<file path="config.mk">
export PLATFORM = sky130hd
export DESIGN_NAME = fpr_cdb_arbiter_flat
export DESIGN_NICKNAME = d
export VERILOG_FILES = /design/src/rtl/fpr_cdb_arbiter_if.sv /design/src/rtl/fpr_cdb_arbiter.sv /design/src/flat_wrapper.sv
export SDC_FILE = /design/constraint.sdc
export NUM_CORES = 1
export LEC_CHECK = 0
export ABC_AREA = 1
export ABC_CLOCK_PERIOD_IN_PS = 2450
export CORE_MARGIN = 1
export CORE_UTILIZATION = 28
export DETAILED_ROUTE_END_ITERATION = 16
export GPL_ROUTABILITY_DRIVEN = 0
export PLACE_DENSITY_LB_ADDON = 0.2
export SLEW_MARGIN = 20
export SYNTH_ARGS = -nofsm -noshare
export SYNTH_HDL_FRONTEND = slang
export SYNTH_SLANG_ARGS = --single-unit
</file>
<file path="constraint.sdc">
create_clock -name clk -period 2.45 [get_ports clk]
set_input_delay 0.3675 -clock clk [delete_from_list [all_inputs] [get_ports clk]]
set_output_delay 0.3675 -clock clk [all_outputs]
set_load 0.1 [all_outputs]
</file>
<file path="src/rtl/fpr_cdb_arbiter_if.sv">
// FPR common-data-bus request/broadcast bundle shared by the FP execution units
// (master side) and the CDB arbiter (slave side).
interface fpr_cdb_arbiter_if #(
    parameter int unsigned N_REQ     = 4,
    parameter int unsigned ROB_WIDTH = 4
);
    logic [N_REQ-1:0]           req_valid;
    logic [N_REQ-1:0]           req_ready;
    logic [N_REQ*ROB_WIDTH-1:0] req_tag;
    logic [N_REQ*32-1:0]        req_data;
    // {valid, tag[ROB_WIDTH-1:0], data[31:0]}
    logic [ROB_WIDTH+32:0]      fpr_cdb;
    logic                       grant_valid;

    modport master (
        output req_valid, req_tag, req_data,
        input  req_ready, fpr_cdb, grant_valid
    );

    modport slave (
        input  req_valid, req_tag, req_data,
        output req_ready, fpr_cdb, grant_valid
    );
endinterface

</file>
<file path="src/rtl/fpr_cdb_arbiter.sv">
// Round-robin grant of one FP result producer per cycle; the granted unit's tag
// is captured at the grant edge and its registered result broadcast one cycle later.
module fpr_cdb_arbiter #(
    parameter int unsigned N_REQ     = 4,
    parameter int unsigned ROB_WIDTH = 4
) (
    input  logic               clk,
    input  logic               reset,
    fpr_cdb_arbiter_if.slave   bus
);
    localparam int unsigned PTR_W = (N_REQ > 1) ? $clog2(N_REQ) : 1;
    localparam logic [PTR_W-1:0] LAST_IDX = PTR_W'(N_REQ - 1);

    logic [PTR_W-1:0]     r_rr_ptr;
    logic                 r_pend_valid;
    logic [PTR_W-1:0]     r_pend_idx;
    logic [ROB_WIDTH-1:0] r_pend_tag;

    int unsigned          w_scan;
    logic [PTR_W-1:0]     w_scan_idx;
    logic                 w_grant_any;
    logic [PTR_W-1:0]     w_grant_idx;
    logic [N_REQ-1:0]     w_grant_vec;
    logic [ROB_WIDTH-1:0] w_grant_tag;
    logic [31:0]          w_bcast_data;

    // First requester at or after rr_ptr, wrapping modulo N_REQ.
    always_comb begin
        w_scan      = 0;
        w_scan_idx  = '0;
        w_grant_any = 1'b0;
        w_grant_idx = '0;
        for (int unsigned k = 0; k < N_REQ; k++) begin
            w_scan     = (32'(r_rr_ptr) + k) % N_REQ;
            w_scan_idx = PTR_W'(w_scan);
            if (!w_grant_any && bus.req_valid[w_scan_idx]) begin
                w_grant_any = 1'b1;
                w_grant_idx = w_scan_idx;
            end
        end
    end

    // Reset masks the grant so no unit believes it transferred while flushed.
    always_comb begin
        w_grant_vec = '0;
        if (w_grant_any && !reset) begin
            w_grant_vec[w_grant_idx] = 1'b1;
        end
    end

    always_comb begin
        w_grant_tag  = '0;
        w_bcast_data = '0;
        for (int unsigned i = 0; i < N_REQ; i++) begin
            if (w_grant_idx == PTR_W'(i)) begin
                w_grant_tag = bus.req_tag[i*ROB_WIDTH +: ROB_WIDTH];
            end
            if (r_pend_idx == PTR_W'(i)) begin
                w_bcast_data = bus.req_data[i*32 +: 32];
            end
        end
    end

    always_ff @(posedge clk or posedge reset) begin
        if (reset) begin
            r_rr_ptr     <= '0;
            r_pend_valid <= 1'b0;
            r_pend_idx   <= '0;
            r_pend_tag   <= '0;
        end else if (w_grant_any) begin
            r_rr_ptr     <= (w_grant_idx == LAST_IDX) ? '0 : w_grant_idx + PTR_W'(1);
            r_pend_valid <= 1'b1;
            r_pend_idx   <= w_grant_idx;
            r_pend_tag   <= w_grant_tag;
        end else begin
            r_pend_valid <= 1'b0;
        end
    end

    assign bus.req_ready   = w_grant_vec;
    assign bus.grant_valid = |w_grant_vec;
    assign bus.fpr_cdb     = {r_pend_valid, r_pend_tag, w_bcast_data};

    a_ready_onehot0: assert property (@(posedge clk) disable iff (reset)
        $onehot0(bus.req_ready));
    a_ready_needs_valid: assert property (@(posedge clk) disable iff (reset)
        (bus.req_ready & ~bus.req_valid) == '0);
    a_pend_idx_range: assert property (@(posedge clk) disable iff (reset)
        r_pend_valid |-> (32'(r_pend_idx) < N_REQ));
endmodule

</file>
<file path="src/flat_wrapper.sv">
// flat-port wrapper written by rule: the top's interface ports become plain ports
module fpr_cdb_arbiter_flat 
#(
    parameter int unsigned N_REQ     = 4,
    parameter int unsigned ROB_WIDTH = 4
)
  (clk, reset, bus_req_valid, bus_req_tag, bus_req_data, bus_req_ready, bus_fpr_cdb, bus_grant_valid);
  fpr_cdb_arbiter_if #(.N_REQ(N_REQ), .ROB_WIDTH(ROB_WIDTH)) bus_i ();
  input  logic clk;
  input  logic reset;
  input wire logic [$bits(bus_i.req_valid)-1:0] bus_req_valid;
  input wire logic [$bits(bus_i.req_tag)-1:0] bus_req_tag;
  input wire logic [$bits(bus_i.req_data)-1:0] bus_req_data;
  output wire logic [$bits(bus_i.req_ready)-1:0] bus_req_ready;
  output wire logic [$bits(bus_i.fpr_cdb)-1:0] bus_fpr_cdb;
  output wire logic [$bits(bus_i.grant_valid)-1:0] bus_grant_valid;
  assign bus_i.req_valid = bus_req_valid;
  assign bus_i.req_tag = bus_req_tag;
  assign bus_i.req_data = bus_req_data;
  assign bus_req_ready = bus_i.req_ready;
  assign bus_fpr_cdb = bus_i.fpr_cdb;
  assign bus_grant_valid = bus_i.grant_valid;
  fpr_cdb_arbiter #(.N_REQ(N_REQ), .ROB_WIDTH(ROB_WIDTH)) u_core (.clk(clk), .reset(reset), .bus(bus_i));
endmodule
</file>
==> results.cfg <==
[outcome]
status = complete, but fails checks
violations = negative setup slack

[logic_synthesis]
yosys.area.top_type_share_pct = 27.23
synth_area_leaders = nand2_1, dfrtp_1, nand3_1, a221oi_1, nand4_1
ys_warn_count = 0
synthFlopType = dfrtp_1
synth_common_cells = nand2_1, nand3_1, nor2_1
syn_area_per_cell_sq_um = 5.560
synth_cells = 300
synth_top_cell_by_area = nand2_1
yosysMostFrequentCell = nand2_1
synth_seq_area_share_pct = 13.50
async_flop_share_pct = 100.0
synth_edf_count = 0
syn_nets = 454
synth_cell_types = 26
syn_area_sq_um = 1668
synth_seq_cells = 9

[die]
die_w_um = 79.18
core_area_sq_um = 5608
start_util_pct = 29.74
std_cell_rows = 27
die-area_sq_um = 6269
fp.dieH_um = 79.18
ioPinCount = 192

[finish]
multi_input_area_sq_um = 1438
fin_nets = 654
fillers = 392
fin_util_pct = 77.42
antenna_cells = 0
seq_area_sq_um = 226.5
finalNonFillerCells = 571
syn_to_final_growth_pct = 160.3
drive_gt1_share_pct = 28.06

[drt]
wirelength_um = 9242
drc_errors = 0
via_count = 2905
avgViaCountPerCell = 5.088
ant_nets = 0
dr.pass1.iters = 5
drtIter0Drc = 115
wl_per_cell_um = 16.19

[clocking]
clk_path_buf_depth = 2
cts_hold_buffers = 0
clock_latency_ps = 230
clkSinkCount = 9
htreeDepth = 1
path_clk_slew_ps = 50
cts_buffers = 3
cts_tree = yes
cts-root-buf = clkbuf_8

[timing]
setup_viol = 4
final_max_slew_viol_count = 0
final-hold-violation-count = 0
rsz0062_at_grt = true
final.setup.worst_slack_ps = -147.0
timing.slew.headroom_pct = 75.73
whs_ps = 386.5
max_freq_ghz = 0.3851
worstMarginPinSlew_ps = 364.0
fin_crit_ps = 2597
finalClockSkew_ps = 1.965
final.period_utilization_pct = 106.0

[setup_path]
critPathMaxStageDelay_ps = 430
crit_fanout = 4
path_buf_inv = 4
critPathArrivalTime_ps = 2230
slowest_stage = clkdlybuf4s50_1
cp-end-kind = primary output
cp_top_family = buffers and inverters
crit_top_cell = nand2_2
crit_type = input port to primary output
crit_path_start_kind = input port
crit_chain = clkdlybuf4s50_1, inv_2, nand2_2, nand3_2, nand2_2, nor2_4, nand3_4, nand3_4, inv_4, ha_2, o211ai_1, nand2_2, buf_12
worstPathRequired_ps = 2080

[global_routing]
gr-total-overflow = 0
grt_antenna_before_repair = 0
grt_util_all_layers_pct = 28.21
grt_pass1_vias = 2783
grt_pass1_wl_um = 13920
grt_max_degree = 34

[min_path]
hp-class = input port to async pin

[place]
dp_slack_ps = -305.2
port_buffers = 191
hpwl_um = 7538
place_inst = 561

[flow_run]
drv_cap = 0
==> per-layer routing <==
layer | track usage [%] | vias to the layer above | wire length [um]
met4 | 9.273 | 0 | 239
met5 | 0 | - | 0
li1 | - | 1414 | -
met1 | 30.68 | 1327 | 3475
met3 | 7.816 | 22 | 871
met2 | 52.07 | 142 | 4656
==> kinds of logic after synthesis <==
logic type,Yosys count,synth area share [%]
AND/OR/NAND/NOR,202,53.64
adder cells (fa/ha/maj),4,3.001
buffers and inverters,39,10.58
flip-flops,9,13.50
AO/OA/AOI/OAI,46,19.28
==> worst paths after layout <==
check	start	endpoint	slack [ps]	depth (start not counted)
worst min register to register	u_core.r_pend_tag[2]	u_core.r_pend_tag[2]	480	2
max in group asynchronous	reset	u_core.r_rr_ptr[1]	1660	3
worst max register to register	u_core.r_rr_ptr[0]	u_core.r_pend_tag[0]	140	18
worst min-delay path	reset	u_core.r_pend_tag[3]	390	2
min in group clk	u_core.r_pend_tag[2]	u_core.r_pend_tag[2]	480	2
worst max-delay path	bus_req_valid[0]	bus_grant_valid	-150	13
==> stage by stage <==
stage / TNS, ps / area (sq um)
global route: -969.4 / 4342
CTS: -241.3 / 4287
global placement: -629.3 / 4156
floorplan: -408.5 / 1752
detailed placement: -1619 / 4156
finish: -305.7 / 4342
==> area by class of cell <==
type,instances,area share (%)
sequential,9,5.216
multi-input combinational,252,33.11
inverter,21,2.161
clock buffer,3,0.9510
timing repair buffer,213,56.37
clock inverter,1,0.1153
tap,72,2.075
==> registers in the layout, summed over array words and instances (netlist names) <==
| register | count |
|---|---|
| u_core.r_rr_ptr | 2 |
| u_core.r_pend_tag | 4 |
| u_core.r_pend_valid | 1 |
| u_core.r_pend_idx | 2 |
==> cell usage in the layout, fill, tap and decap left out <==
master           count
buf_12              38
o21ai_2              1
clkinv_2             2
o21ai_0              4
o21ai_1              1
nand2_2             16
nand3_1             26
a21oi_1              3
nand3_2              3
a21oi_2             16
clkbuf_8             3
a221oi_1            15
nor2_4               5
nand2_4              1
ha_4                 2
ha_2                 2
dfrtp_1              8
nand2_1            113
dfrtp_2              1
clkinvlp_4           1
inv_4                1
clkdlybuf4s50_1    146
o211ai_1             2
dlygate4sd2_1        3
nand3_4              2
buf_4               25
nand4_1             17
nor2_2               3
nor2_1              16
inv_8                1
inv_1                5
inv_2               12
buf_6                1
o211ai_2             4
==> worst register-to-register path: stages (launching register included) <==
cell and delay, ps:
dfrtp_1 390, buf_12 150, inv_8 80, nand2_2 70, nand3_2 80, nand2_2 80, nor2_4 170, nand3_1 100
nand2_2 120, inv_2 70, ha_4 170, buf_4 130, buf_4 130, a21oi_1 110, nand2_1 60, o21ai_0 80
nand2_1 80, o211ai_2 70, nand2_1 60
==> repair_timing <==
action                                  in CTS  in global routing
pin swaps                                    9                  6
buffers inserted                             2                  4
gates resized for setup                     28                 10
endpoints found under the setup margin       5                 10
Power is not shown: default switching activity piles up to over one toggle a cycle in this logic, so the estimate is an artifact.
